## src/rtl/clk_div_pkg.sv

```systemverilog
// Shared types and helpers for the programmable integer clock divider.
package clk_div_pkg;

  typedef enum logic [0:0] {
    IDLE = 1'b0,
    RUN  = 1'b1
  } state_e;

  // Smallest divisor that still yields a real high and low phase.
  localparam int DIV_MIN = 2;

  // Number of clk cycles clk_out stays high in one period: ceil(n/2).
  function automatic logic [31:0] hi_len(input logic [31:0] n);
    return (n + 32'd1) >> 1;
  endfunction

endpackage

```

## src/rtl/clk_div_stat.sv

```systemverilog
// Free-running observation counters: input clock edges and output periods.
module clk_div_stat #(
  parameter int STAT_W = 32
) (
  input  logic              clk,
  input  logic              rst,
  input  logic              tick,
  output logic [STAT_W-1:0] clk_cnt,
  output logic [STAT_W-1:0] out_cnt
);

  logic [STAT_W-1:0] clk_cnt_r;
  logic [STAT_W-1:0] out_cnt_r;

  // Count every clk posedge; wraps naturally at 2^STAT_W.
  always_ff @(posedge clk or posedge rst) begin
    if (rst) begin
      clk_cnt_r <= {STAT_W{1'b0}};
    end else begin
      clk_cnt_r <= clk_cnt_r + STAT_W'(1);
    end
  end

  // Count one per tick, i.e. one per clk_out period started.
  always_ff @(posedge clk or posedge rst) begin
    if (rst) begin
      out_cnt_r <= {STAT_W{1'b0}};
    end else if (tick) begin
      out_cnt_r <= out_cnt_r + STAT_W'(1);
    end else begin
      out_cnt_r <= out_cnt_r;
    end
  end

  assign clk_cnt = clk_cnt_r;
  assign out_cnt = out_cnt_r;

endmodule

```

## src/rtl/clk_div_n.sv

```systemverilog
// Runtime-programmable integer clock divider with glitch-free start/stop,
// period-boundary divisor updates and optional 50 % duty for odd divisors.
module clk_div_n
  import clk_div_pkg::*;
#(
  parameter int CNT_W       = 8,
  parameter int DIV_DEFAULT = 5,
  parameter int ODD_50      = 0,
  parameter int STAT_W      = 32
) (
  input  logic              clk,
  input  logic              rst,
  input  logic              en,
  input  logic [CNT_W-1:0]  div_i,
  input  logic              div_load,
  output logic              clk_out,
  output logic              tick,
  output logic [CNT_W-1:0]  div_cur,
  output logic              div_ack,
  output logic              div_err,
  output logic [STAT_W-1:0] clk_cnt,
  output logic [STAT_W-1:0] out_cnt
);

  localparam logic [CNT_W-1:0] DIV_MIN_W = CNT_W'(DIV_MIN);
  localparam logic [CNT_W-1:0] DIV_RST_W = CNT_W'(DIV_DEFAULT);

  state_e           state_r, state_nxt_s;
  logic [CNT_W-1:0] cnt_r, cnt_nxt_s, cnt_inc_s;
  logic [CNT_W-1:0] div_cur_r, div_cur_nxt_s;
  logic [CNT_W-1:0] pend_r, pend_nxt_s;
  logic             pend_vld_r, pend_vld_nxt_s;
  logic             pos_q_r, pos_q_nxt_s;
  logic             tick_r, tick_nxt_s;
  logic             ack_r, ack_nxt_s;
  logic             err_r, err_nxt_s;
  logic             neg_q_r;
  logic             load_ok_s, load_bad_s, wrap_s, odd_mode_s;

  assign load_ok_s  = div_load && (div_i >= DIV_MIN_W);
  assign load_bad_s = div_load && (div_i <  DIV_MIN_W);
  assign wrap_s     = (cnt_r == (div_cur_r - CNT_W'(1)));
  assign cnt_inc_s  = cnt_r + CNT_W'(1);

  // Next-state, counter, duty and divisor-update decisions.
  always_comb begin
    state_nxt_s    = state_r;
    cnt_nxt_s      = cnt_r;
    div_cur_nxt_s  = div_cur_r;
    pend_nxt_s     = pend_r;
    pend_vld_nxt_s = pend_vld_r;
    pos_q_nxt_s    = pos_q_r;
    tick_nxt_s     = 1'b0;
    ack_nxt_s      = 1'b0;
    err_nxt_s      = load_bad_s;

    case (state_r)
      IDLE: begin
        cnt_nxt_s   = {CNT_W{1'b0}};
        pos_q_nxt_s = 1'b0;
        // Nothing is running, so a valid load can take effect at once.
        if (load_ok_s) begin
          div_cur_nxt_s  = div_i;
          pend_vld_nxt_s = 1'b0;
          ack_nxt_s      = 1'b1;
        end else begin
          div_cur_nxt_s  = div_cur_r;
        end
        if (en) begin
          state_nxt_s = RUN;
          pos_q_nxt_s = 1'b1;
          tick_nxt_s  = 1'b1;
        end else begin
          state_nxt_s = IDLE;
        end
      end

      RUN: begin
        // Mid-period loads are parked; the newest one wins.
        if (load_ok_s) begin
          pend_nxt_s     = div_i;
          pend_vld_nxt_s = 1'b1;
        end else begin
          pend_nxt_s     = pend_r;
        end
        if (wrap_s) begin
          cnt_nxt_s = {CNT_W{1'b0}};
          // A load arriving on the wrap edge itself is applied right here.
          if (load_ok_s || pend_vld_r) begin
            div_cur_nxt_s  = load_ok_s ? div_i : pend_r;
            pend_vld_nxt_s = 1'b0;
            ack_nxt_s      = 1'b1;
          end else begin
            div_cur_nxt_s  = div_cur_r;
          end
          if (en) begin
            pos_q_nxt_s = 1'b1;
            tick_nxt_s  = 1'b1;
          end else begin
            state_nxt_s = IDLE;
            pos_q_nxt_s = 1'b0;
          end
        end else begin
          cnt_nxt_s   = cnt_inc_s;
          pos_q_nxt_s = (32'(cnt_inc_s) < hi_len(32'(div_cur_r)));
        end
      end

      default: begin
        state_nxt_s    = IDLE;
        cnt_nxt_s      = {CNT_W{1'b0}};
        pos_q_nxt_s    = 1'b0;
        pend_vld_nxt_s = 1'b0;
      end
    endcase
  end

  // Posedge state: FSM, period counter, divisor registers and output pulses.
  always_ff @(posedge clk or posedge rst) begin
    if (rst) begin
      state_r    <= IDLE;
      cnt_r      <= {CNT_W{1'b0}};
      div_cur_r  <= DIV_RST_W;
      pend_r     <= {CNT_W{1'b0}};
      pend_vld_r <= 1'b0;
      pos_q_r    <= 1'b0;
      tick_r     <= 1'b0;
      ack_r      <= 1'b0;
      err_r      <= 1'b0;
    end else begin
      state_r    <= state_nxt_s;
      cnt_r      <= cnt_nxt_s;
      div_cur_r  <= div_cur_nxt_s;
      pend_r     <= pend_nxt_s;
      pend_vld_r <= pend_vld_nxt_s;
      pos_q_r    <= pos_q_nxt_s;
      tick_r     <= tick_nxt_s;
      ack_r      <= ack_nxt_s;
      err_r      <= err_nxt_s;
    end
  end

  generate
    if (ODD_50 != 0) begin : g_odd
      // Half-cycle-late copy of pos_q; ANDing trims the high phase by half a clk.
      always_ff @(negedge clk or posedge rst) begin
        if (rst) begin
          neg_q_r <= 1'b0;
        end else begin
          neg_q_r <= pos_q_r;
        end
      end
    end else begin : g_even
      assign neg_q_r = 1'b0;
    end
  endgenerate

  assign odd_mode_s = (ODD_50 != 0) && div_cur_r[0];
  assign clk_out    = odd_mode_s ? (pos_q_r & neg_q_r) : pos_q_r;
  assign tick       = tick_r;
  assign div_cur    = div_cur_r;
  assign div_ack    = ack_r;
  assign div_err    = err_r;

  clk_div_stat #(
    .STAT_W (STAT_W)
  ) u_stat (
    .clk     (clk),
    .rst     (rst),
    .tick    (tick_r),
    .clk_cnt (clk_cnt),
    .out_cnt (out_cnt)
  );

endmodule

```

## config.mk

```make
export PLATFORM = sky130hd
export DESIGN_NAME = clk_div_n
export DESIGN_NICKNAME = d
export VERILOG_FILES = /design/src/rtl/clk_div_pkg.sv /design/src/rtl/clk_div_stat.sv /design/src/rtl/clk_div_n.sv
export SDC_FILE = /design/constraint.sdc
export NUM_CORES = 1
export LEC_CHECK = 0
export CORE_MARGIN = 3
export CORE_UTILIZATION = 55
export CTS_CLUSTER_SIZE = 40
export DETAILED_ROUTE_END_ITERATION = 8
export PLACE_DENSITY = 0.86
export SYNTH_ARGS = -nofsm -noshare
export SYNTH_HDL_FRONTEND = slang
export SYNTH_HIERARCHICAL = 1
export SYNTH_SLANG_ARGS = --single-unit
```

## constraint.sdc

```tcl
create_clock -name clk -period 7.3 [get_ports clk]
set_input_delay 0.73 -clock clk [delete_from_list [all_inputs] [get_ports clk]]
set_output_delay 0.73 -clock clk [all_outputs]
set_load 0.1 [all_outputs]
```

* Yosys cells after proc, flatten, opt, wreduce, memory -nomap -nowiden *
Index checks and enable logic that the tools add are counted.

cells by class
  add/sub/neg operators = 5
  magnitude comparators = 3
  equal/unequal tests = 4
  multiplexer cells = 23
  bitwise gates (word level) = 1
  reductions and logical operators = 4

operator list
  operator                                                                       count
  32-bit by 1-bit adder with 32-bit output (second input constant)               2
  8-bit 2-to-1 mux                                                               5
  8-bit case mux with 2 select lines                                             2
  1-bit 2-to-1 mux                                                               11
  1-bit case mux with 2 select lines                                             5
  8-bit by 1-bit adder with 9-bit output (second input constant)                 1
  8-bit by 1-bit adder with 8-bit output (second input constant)                 1
  8-bit equality test                                                            1
  8-bit by 2-bit >= comparator with 1-bit output (second input constant)         1
  8-bit by 2-bit less-than comparator with 1-bit output (second input constant)  1
  8-bit less-than comparator                                                     1
  8-bit by 1-bit subtractor with 8-bit output (second input constant)            1
  2-bit by 1-bit inequality test with 1-bit output (second input constant)       2
  3-bit AND reduction                                                            1
  1-bit logical AND                                                              2
  2-bit inequality test (second input constant)                                  1
  1-bit logical OR                                                               1
  1-bit NOT                                                                      1

storage, ports and cells
  register bits after elaboration = 94
  input port bits = 12
  output and inout port bits = 76
  logic and storage cells = 51

* Logic depth before layout (Yosys ltp) *
Gate-level depths: netlist (run 1).

  depth after elaboration = 6
  depth in mapped cells = 11
  gate-level depth less buffers = 10

* Cells and area by module *
Netlist (run 1), hierarchy kept.

by module, submodules not included
  module        instances  cells each  area an instance (um2)  sequential area each (um2)
  clk_div_stat  1          248         2894.0                  1601.5
  clk_div_n     1          189         1950.6                  753.2

* Worst setup path after synthesis (run 1) *
OpenSTA, ideal clock, no wires.

  path kind = register to register
  from = reg div_cur_r[1] (netlist: div_cur[1])
  to = reg div_cur_r[7] (netlist: div_cur[7])
  library setup time = 0.127 ns
  arrival = 2.904 ns
  data required time = 7.173 ns
  setup slack = 4.270 ns
  stages on the path, launching flop included = 9
  path buffers = 0
  clock period less this slack = 3.030 ns
  cells stage by stage = dfrtp_1 -> inv_1 -> ha_1 -> xor2_1 -> nand2_1 -> nor4_4 -> o311ai_2 -> a22oi_4 -> mux2_4

between the ends
  cells in the longest elaborated chain, start to end = 4

RTL lines
  element                                                            RTL line          text
  start: declaration                                                 clk_div_n.sv:30   logic [CNT_W-1:0] div_cur_r, div_cur_nxt_s;
  start signal: assignment                                           clk_div_n.sv:133  div_cur_r <= div_cur_nxt_s;
  8-bit by 1-bit subtractor with 8-bit output                        clk_div_n.sv:42   assign wrap_s = (cnt_r == (div_cur_r - CNT_W'(1)));
  8-bit equality test                                                clk_div_n.sv:42
  2-bit by 1-bit inequality test with 1-bit output (no source line)  --
  3-bit AND reduction (no source line)                               --

No other way between the ends.
A chain may end at the register's enable or synchronous reset.

* Final worst setup path (run 1) *
  from = reg div_cur_r[2] (netlist: div_cur[2])
  to = out div_cur[2]

RTL lines
  element           RTL line         text
  end: declaration  clk_div_n.sv:18  output logic [CNT_W-1:0] div_cur,

No word-level cell between the ends.

==> flow_metrics.tcl, run 1 <==
set metrics [dict create \
    synth_area_leaders "dfrtp_1, xnor2_1, nand4_1, xor2_1, ha_1" \
    ant_nets 0 \
    area_growth_pct 22.8 \
    syn_area_mm2 0.00484 \
    synth_nets 461 \
    yosys_warnings 6 \
    cts.sinks 94 \
    startpoint_type "flip-flop" \
    min-delay-start "u_stat/out_cnt[31]" \
    antenna_found_initial 0 \
    fin_crit_sh_pct 40.5 \
    synthArstFlopShare_pct 100 \
    nFillCells 632 \
    place_ws_ns 4.30 \
    end_kind "output port" \
    routedWlPerCell_um 16.4 \
    crit_buf_inv 1 \
    coreArea_mm2 0.00838 \
    grt_overflow 0 \
    root_buffer "clkbuf_8" \
    dieHeight_um 99.9 \
    clk_pin_slew_ns 0.09 \
    yosys_register_bits 94 \
    r2r_slack_ns 4.46 \
    drt-vias-per-instance 5.67 \
    dr.pass1.iters 4 \
    status "completed" \
    h-tree-depth 3 \
    drv_slew 0 \
    worst_ir_drop_vdd_v 0.000274 \
    hold_path.class "flip-flop to flip-flop" \
    vias 3581 \
    max_freq_mhz 338 \
    critPathSlowestCell "clkdlybuf4s50_1" \
    critPathKind "flip-flop to output port" \
    synth_edf_count 0 \
    grt_pass1_wl_um 17100 \
    reg2reg_to "div_cur[7]" \
    endpoint "div_cur[2]" \
    cp_top_family "buffers and inverters" \
    slew_headroom_pct 16.9 \
    yosysMostFrequentCell "dfrtp_1" \
    drtIter0Drc 148 \
    crit_chain "clkdlybuf4s50_1" \
    layout.nets 546 \
    p_sw_share_pct 44.0 \
    p_sw_mw 0.781 \
    clock_latency_ns 0.36 \
    portBuffers 87 \
    cp_slowest_stage_delay_ns 1.19 \
    tightest_slew_ns 1.24 \
    die_x_um 99.9 \
    cts.path.max_buffers 2 \
    drc_errors 0 \
    cts_tree "built" \
    p_int_mw 0.993 \
    path_max_fanout 13 \
    drive_gt1_share_pct 9.49 \
    synth_top_cell_by_area "dfrtp_1" \
    worst_ep_required_time_ns 6.57 \
    syn_avg_cell_area_um2 11.1 \
    p_clk_share_pct 18.0 \
    antennaDiodeCount 0 \
    p_leak_nw 2.61 \
    synth_commonest_cells "dfrtp_1, xnor2_1, nand2_1" \
    ctsHoldBuffers 0 \
    drv_cap 0 \
    ys_seq_area_share_pct 48.6 \
    seqPwrFrac_pct 40.0 \
    skew_ns 0.0155 \
    hold_viol_final 0 \
    start_util_pct 57.8 \
    combPwrFrac_pct 42.0 \
    dpl.hpwl_um 7700 \
    setup_slack_ns 4.34 \
    tns_ns 0 \
    rows 33 \
    synth_cell_types 48 \
    power.density_mw_per_mm2 298 \
    final_util_pct 71.0 \
    syn_inst 437 \
    cp.arrival_ns 2.23 \
    gp_congestion 0.906 \
    top_level_ports 88 \
    track_usage_pct 21.0 \
    grt_max_degree 65 \
    crit_cells 1 \
    post_cts_resized 0 \
    r2r_start "div_cur[0]" \
    cts_inserted_buffers 9 \
    synth_top_area_share_pct 47.5 \
    die-area_mm2 0.00997 \
    post_cts_buffers 0 \
    drt-total-wl_um 10400 \
    reg2regPathDepth 8 \
    fin_crit_ns 2.96 \
    setup_viol 0 \
    critPathLaunch "div_cur[2]" \
    rsz0062_at_grt "no" \
    synthFlopType "dfrtp_1" \
    grt_pass1_vias 3600 \
]
==> metrics by stage <==
step           cell area [um^2]  instances  hold WS [ns]  total power [mW]
3_3_place_gp               5770        616         0.461              1.44
6_report                   5950        632         0.474              1.77
4_1_cts                    5950        632         0.479              1.78
5_1_grt                    5950        632         0.498              1.88
2_1_floorplan              4840        437         0.475              1.32
3_5_place_dp               5770        616         0.462              1.46
==> sequential cells by signal, summed over array words and instances, names as in the netlist <==
| signal | flops |
|---|---|
| u_stat/out_cnt | 32 |
| div_err | 1 |
| div_ack | 1 |
| u_stat/clk_cnt | 32 |
| clk_out | 1 |
| state_r | 1 |
| pend_r | 8 |
| cnt_r | 8 |
| pend_vld_r | 1 |
| tick | 1 |
| div_cur | 8 |
==> placed cells by master, fill, tap and decap left out, types with 5 or more instances in the layout <==
cell type	netlist	final
o21ai_0	9	9
nand2_1	37	37
mux2i_1	7	7
inv_1	13	12
mux2_4	5	5
xor2_1	18	18
ha_1	12	12
dfrtp_1	92	92
xnor2_1	63	63
clkbuf_8	0	9
and2_1	5	5
mux2_2	8	8
clkdlybuf4s50_1	0	87
nor2_1	20	20
and3_1	21	21
nand4_1	28	28
nand3_1	29	29
==> power by group through the flow <==
stage,clock [mW],combinational (mW),sequential (mW)
6_report,0.319,0.745,0.710
5_1_grt,0.352,0.808,0.725
4_1_cts,0.327,0.749,0.707
3_5_place_dp,0,0.746,0.716
3_3_place_gp,0,0.729,0.711
2_1_floorplan,0,0.430,0.888
==> layout make-up <==
type / count / area (um^2) / share of cell area (%)
Clock buffer: 10 / 128 / 2.15
Sequential cell: 94 / 2350 / 39.6
Inverter: 13 / 48.8 / 0.820
Multi-Input combinational cell: 315 / 2350 / 39.5
Clock inverter: 6 / 52.6 / 0.883
Tap cell: 105 / 131 / 2.21
Timing Repair Buffer: 89 / 886 / 14.9
==> metal layers <==
layer | GRT usage, % | up-vias | share of wire (%) | wire, um
met5 | 0 | - | 0 | 0
met4 | 6.72 | 0 | 1.0 | 109
met3 | 4.31 | 11 | 5.4 | 562
met2 | 35.2 | 105 | 50 | 5220
met1 | 27.6 | 1765 | 43 | 4500
li1 | - | 1700 | - | -
==> how the worst min path moves through the flow <==
stage	end	slack (ns)	cells after the start
floorplan	pend_r[3]	0.47	1
global placement	u_stat/out_cnt[31]	0.46	1
detailed placement	u_stat/out_cnt[31]	0.46	1
CTS	u_stat/out_cnt[31]	0.48	1
global route	u_stat/out_cnt[31]	0.50	1
finish	u_stat/out_cnt[31]	0.47	1
==> cell families after synthesis <==
family / Yosys count / synth area share [%]
compound gates: 28 / 4.26
xor+xnor: 81 / 14.6
fa+ha+maj: 12 / 3.10
buf+inv: 28 / 2.94
flops: 94 / 48.6
mux: 20 / 4.86
simple gates: 174 / 21.6
Power figures use the tool's default switching activity.
==> run 2, diff against run 1 <==
--- a/config.mk
+++ b/config.mk
@@ -6,10 +6,10 @@
 export NUM_CORES = 1
 export LEC_CHECK = 0
 export CORE_MARGIN = 3
-export CORE_UTILIZATION = 55
+export CORE_UTILIZATION = 53
 export CTS_CLUSTER_SIZE = 40
 export DETAILED_ROUTE_END_ITERATION = 8
-export PLACE_DENSITY = 0.86
+export PLACE_DENSITY = 0.84
 export SYNTH_ARGS = -nofsm -noshare
 export SYNTH_HDL_FRONTEND = slang
 export SYNTH_HIERARCHICAL = 1
==> constraint.sdc (replaced) <==
create_clock -name clk -period 2.73 [get_ports clk]
set_input_delay 0.273 -clock clk [delete_from_list [all_inputs] [get_ports clk]]
set_output_delay 0.273 -clock clk [all_outputs]
set_load 0.1 [all_outputs]
==> run 2 against run 1 <==
Routed wire length is 2.9% lower. Critical endpoint is now div_cur[7]. Hold slack worse by 0.17 ns. Largest cell class unchanged. Power grew to 2.8 times the previous value. Non-clock buffer count is 6 higher. Critical path type is now flip-flop to flip-flop. Clock skew is 0.00095 ns higher.
==> flow_metrics.tcl, run 2 (same netlist as run 1, synthesis figures left out) <==
set metrics [dict create \
    die_x_um 102 \
    cts_tree "built" \
    rows 34 \
    fin_crit_sh_pct 93.4 \
    drive_gt1_share_pct 25.4 \
    h-tree-depth 3 \
    cts.sinks 94 \
    portBuffers 87 \
    r2r_start "div_cur[0]" \
    vias 3538 \
    path_max_fanout 10 \
    reg2regPathDepth 9 \
    p_int_mw 2.85 \
    dr.pass1.iters 4 \
    hold_viol_final 0 \
    grt_pass1_wl_um 16700 \
    cp.arrival_ns 2.80 \
    antenna_found_initial 0 \
    skew_ns 0.0165 \
    seqPwrFrac_pct 38.5 \
    startpoint_type "flip-flop" \
    fin_crit_ns 2.55 \
    gp_congestion 0.874 \
    whs_ns 0.303 \
    grt_max_degree 65 \
    top_level_ports 88 \
    p_clk_share_pct 20.8 \
    grt_overflow 0 \
    dieHeight_um 102 \
    cts.path.max_buffers 2 \
    tns_ns 0 \
    slew_headroom_pct 60.2 \
    status "completed" \
    final_common_cell "dfrtp_1" \
    stdcell_area_mm2 0.00589 \
    antennaDiodeCount 0 \
    clk_pin_slew_ns 0.10 \
    finalNonFillerCells 640 \
    drc_errors 0 \
    cts_inserted_buffers 9 \
    r2r_slack_ns 0.18 \
    root_buffer "clkbuf_8" \
    dpl.hpwl_um 7520 \
    drtIter0Drc 157 \
    rsz0062_at_grt "no" \
    grt_pass1_vias 3458 \
    track_usage_pct 20.2 \
    critPathLaunch "div_cur[0]" \
    layout.nets 552 \
    worst_ep_required_time_ns 2.98 \
    dp.cells 623 \
    layout.cells.most_common_list "dfrtp_1, buf_4, xnor2_1, nand2_1, nand3_1" \
    drt-vias-per-instance 5.53 \
    p_sw_share_pct 42.4 \
    reg2reg_to "div_cur[7]" \
    combPwrFrac_pct 40.6 \
    placed_area_mm2 0.00564 \
    power.density_mw_per_mm2 840 \
    coreArea_mm2 0.00881 \
    end_kind "flip-flop" \
    setup_viol 0 \
    start_util_pct 55.0 \
    drt-total-wl_um 10100 \
    critPathKind "flip-flop to flip-flop" \
    tightest_slew_ns 0.597 \
    worst_ir_drop_vdd_v 0.000921 \
    p_sw_mw 2.10 \
    die-area_mm2 0.0103 \
    routedWlPerCell_um 15.8 \
    final_util_pct 66.9 \
    drv_slew 0 \
    drv_cap 0 \
    hold_path.class "input pin to async pin" \
    clock_latency_ns 0.37 \
    area_growth_pct 21.5 \
    endpoint "div_cur[7]" \
    max_freq_mhz 392 \
    p_leak_nw 2.81 \
    ant_nets 0 \
]
==> run 2: cell types whose count changed in the layout (fill, tap and decap cells not counted), moves of 2 or more <==
cell,change
buf_12,+2
buf_4,+80
bufinv_16,+2
clkdlybuf4s50_1,-76
clkinvlp_4,-2
==> run 2: stage by stage <==
step	power (mW)	setup WS, ns
after floorplan	3.55	0.0111
after detailed placement	3.93	0.149
after global routing	5.24	0.0492
after global placement	3.89	0.206
after CTS	4.96	0.126
final	4.94	0.181
==> run 2: worst max-delay path, stage by stage (launching register included) <==
cell and delay (ns):
dfstp_4 0.69, inv_2 0.07, ha_4 0.28, xor2_1 0.14
nand2_1 0.10, nor4_4 0.28, o311ai_2 0.18, a22oi_4 0.24
buf_12 0.16, mux2_4 0.30
==> run 2: what timing repair did <==
action | CTS | global route
gates resized for setup | 0 | 0
hold buffers | 0 | 0
endpoints found under the setup margin | 0 | 4
buffers inserted | 0 | 2
==> run 2: how the worst min path moves through the flow <==
stage	start	endpoint	slack, ns	cells after the start
after detailed placement	u_stat/out_cnt[31]	u_stat/out_cnt[31]	0.47	1
after global placement	u_stat/out_cnt[31]	u_stat/out_cnt[31]	0.46	1
after global routing	rst	u_stat/clk_cnt[23]	0.34	3
final	rst	u_stat/clk_cnt[24]	0.30	3
after floorplan	rst	clk_out	0.36	1
after CTS	rst	u_stat/clk_cnt[25]	0.32	3
==> run 2: layout make-up <==
| type | instances | area, um^2 |
|---|---|---|
| clock inverters | 6 | 93.8 |
| multi-input cells | 315 | 2360 |
| clock buffers | 9 | 124 |
| flip-flops and latches | 94 | 2360 |
| fillers | 676 | 2920 |
| inverters | 13 | 48.8 |
| well taps | 108 | 135 |
| repair buffers | 95 | 766 |
==> run 2: power by group through the flow <==
stage	Clock, mW	Combinational [mW]	Sequential, mW
6_report	1.03	2.01	1.91
5_1_grt	1.11	2.18	1.95
4_1_cts	1.05	2.01	1.90
3_5_place_dp	0	2.00	1.93
3_3_place_gp	0	1.97	1.92
2_1_floorplan	0	1.17	2.38
==> run 2: routing by layer <==
layer / wire, um / track usage [%] / up-vias
li1: - / - / 1706
met1: 4530 / 27.1 / 1727
met2: 4960 / 33.6 / 99
met3: 533 / 3.93 / 6
met4: 73 / 5.52 / 0
met5: 0 / 0 / -
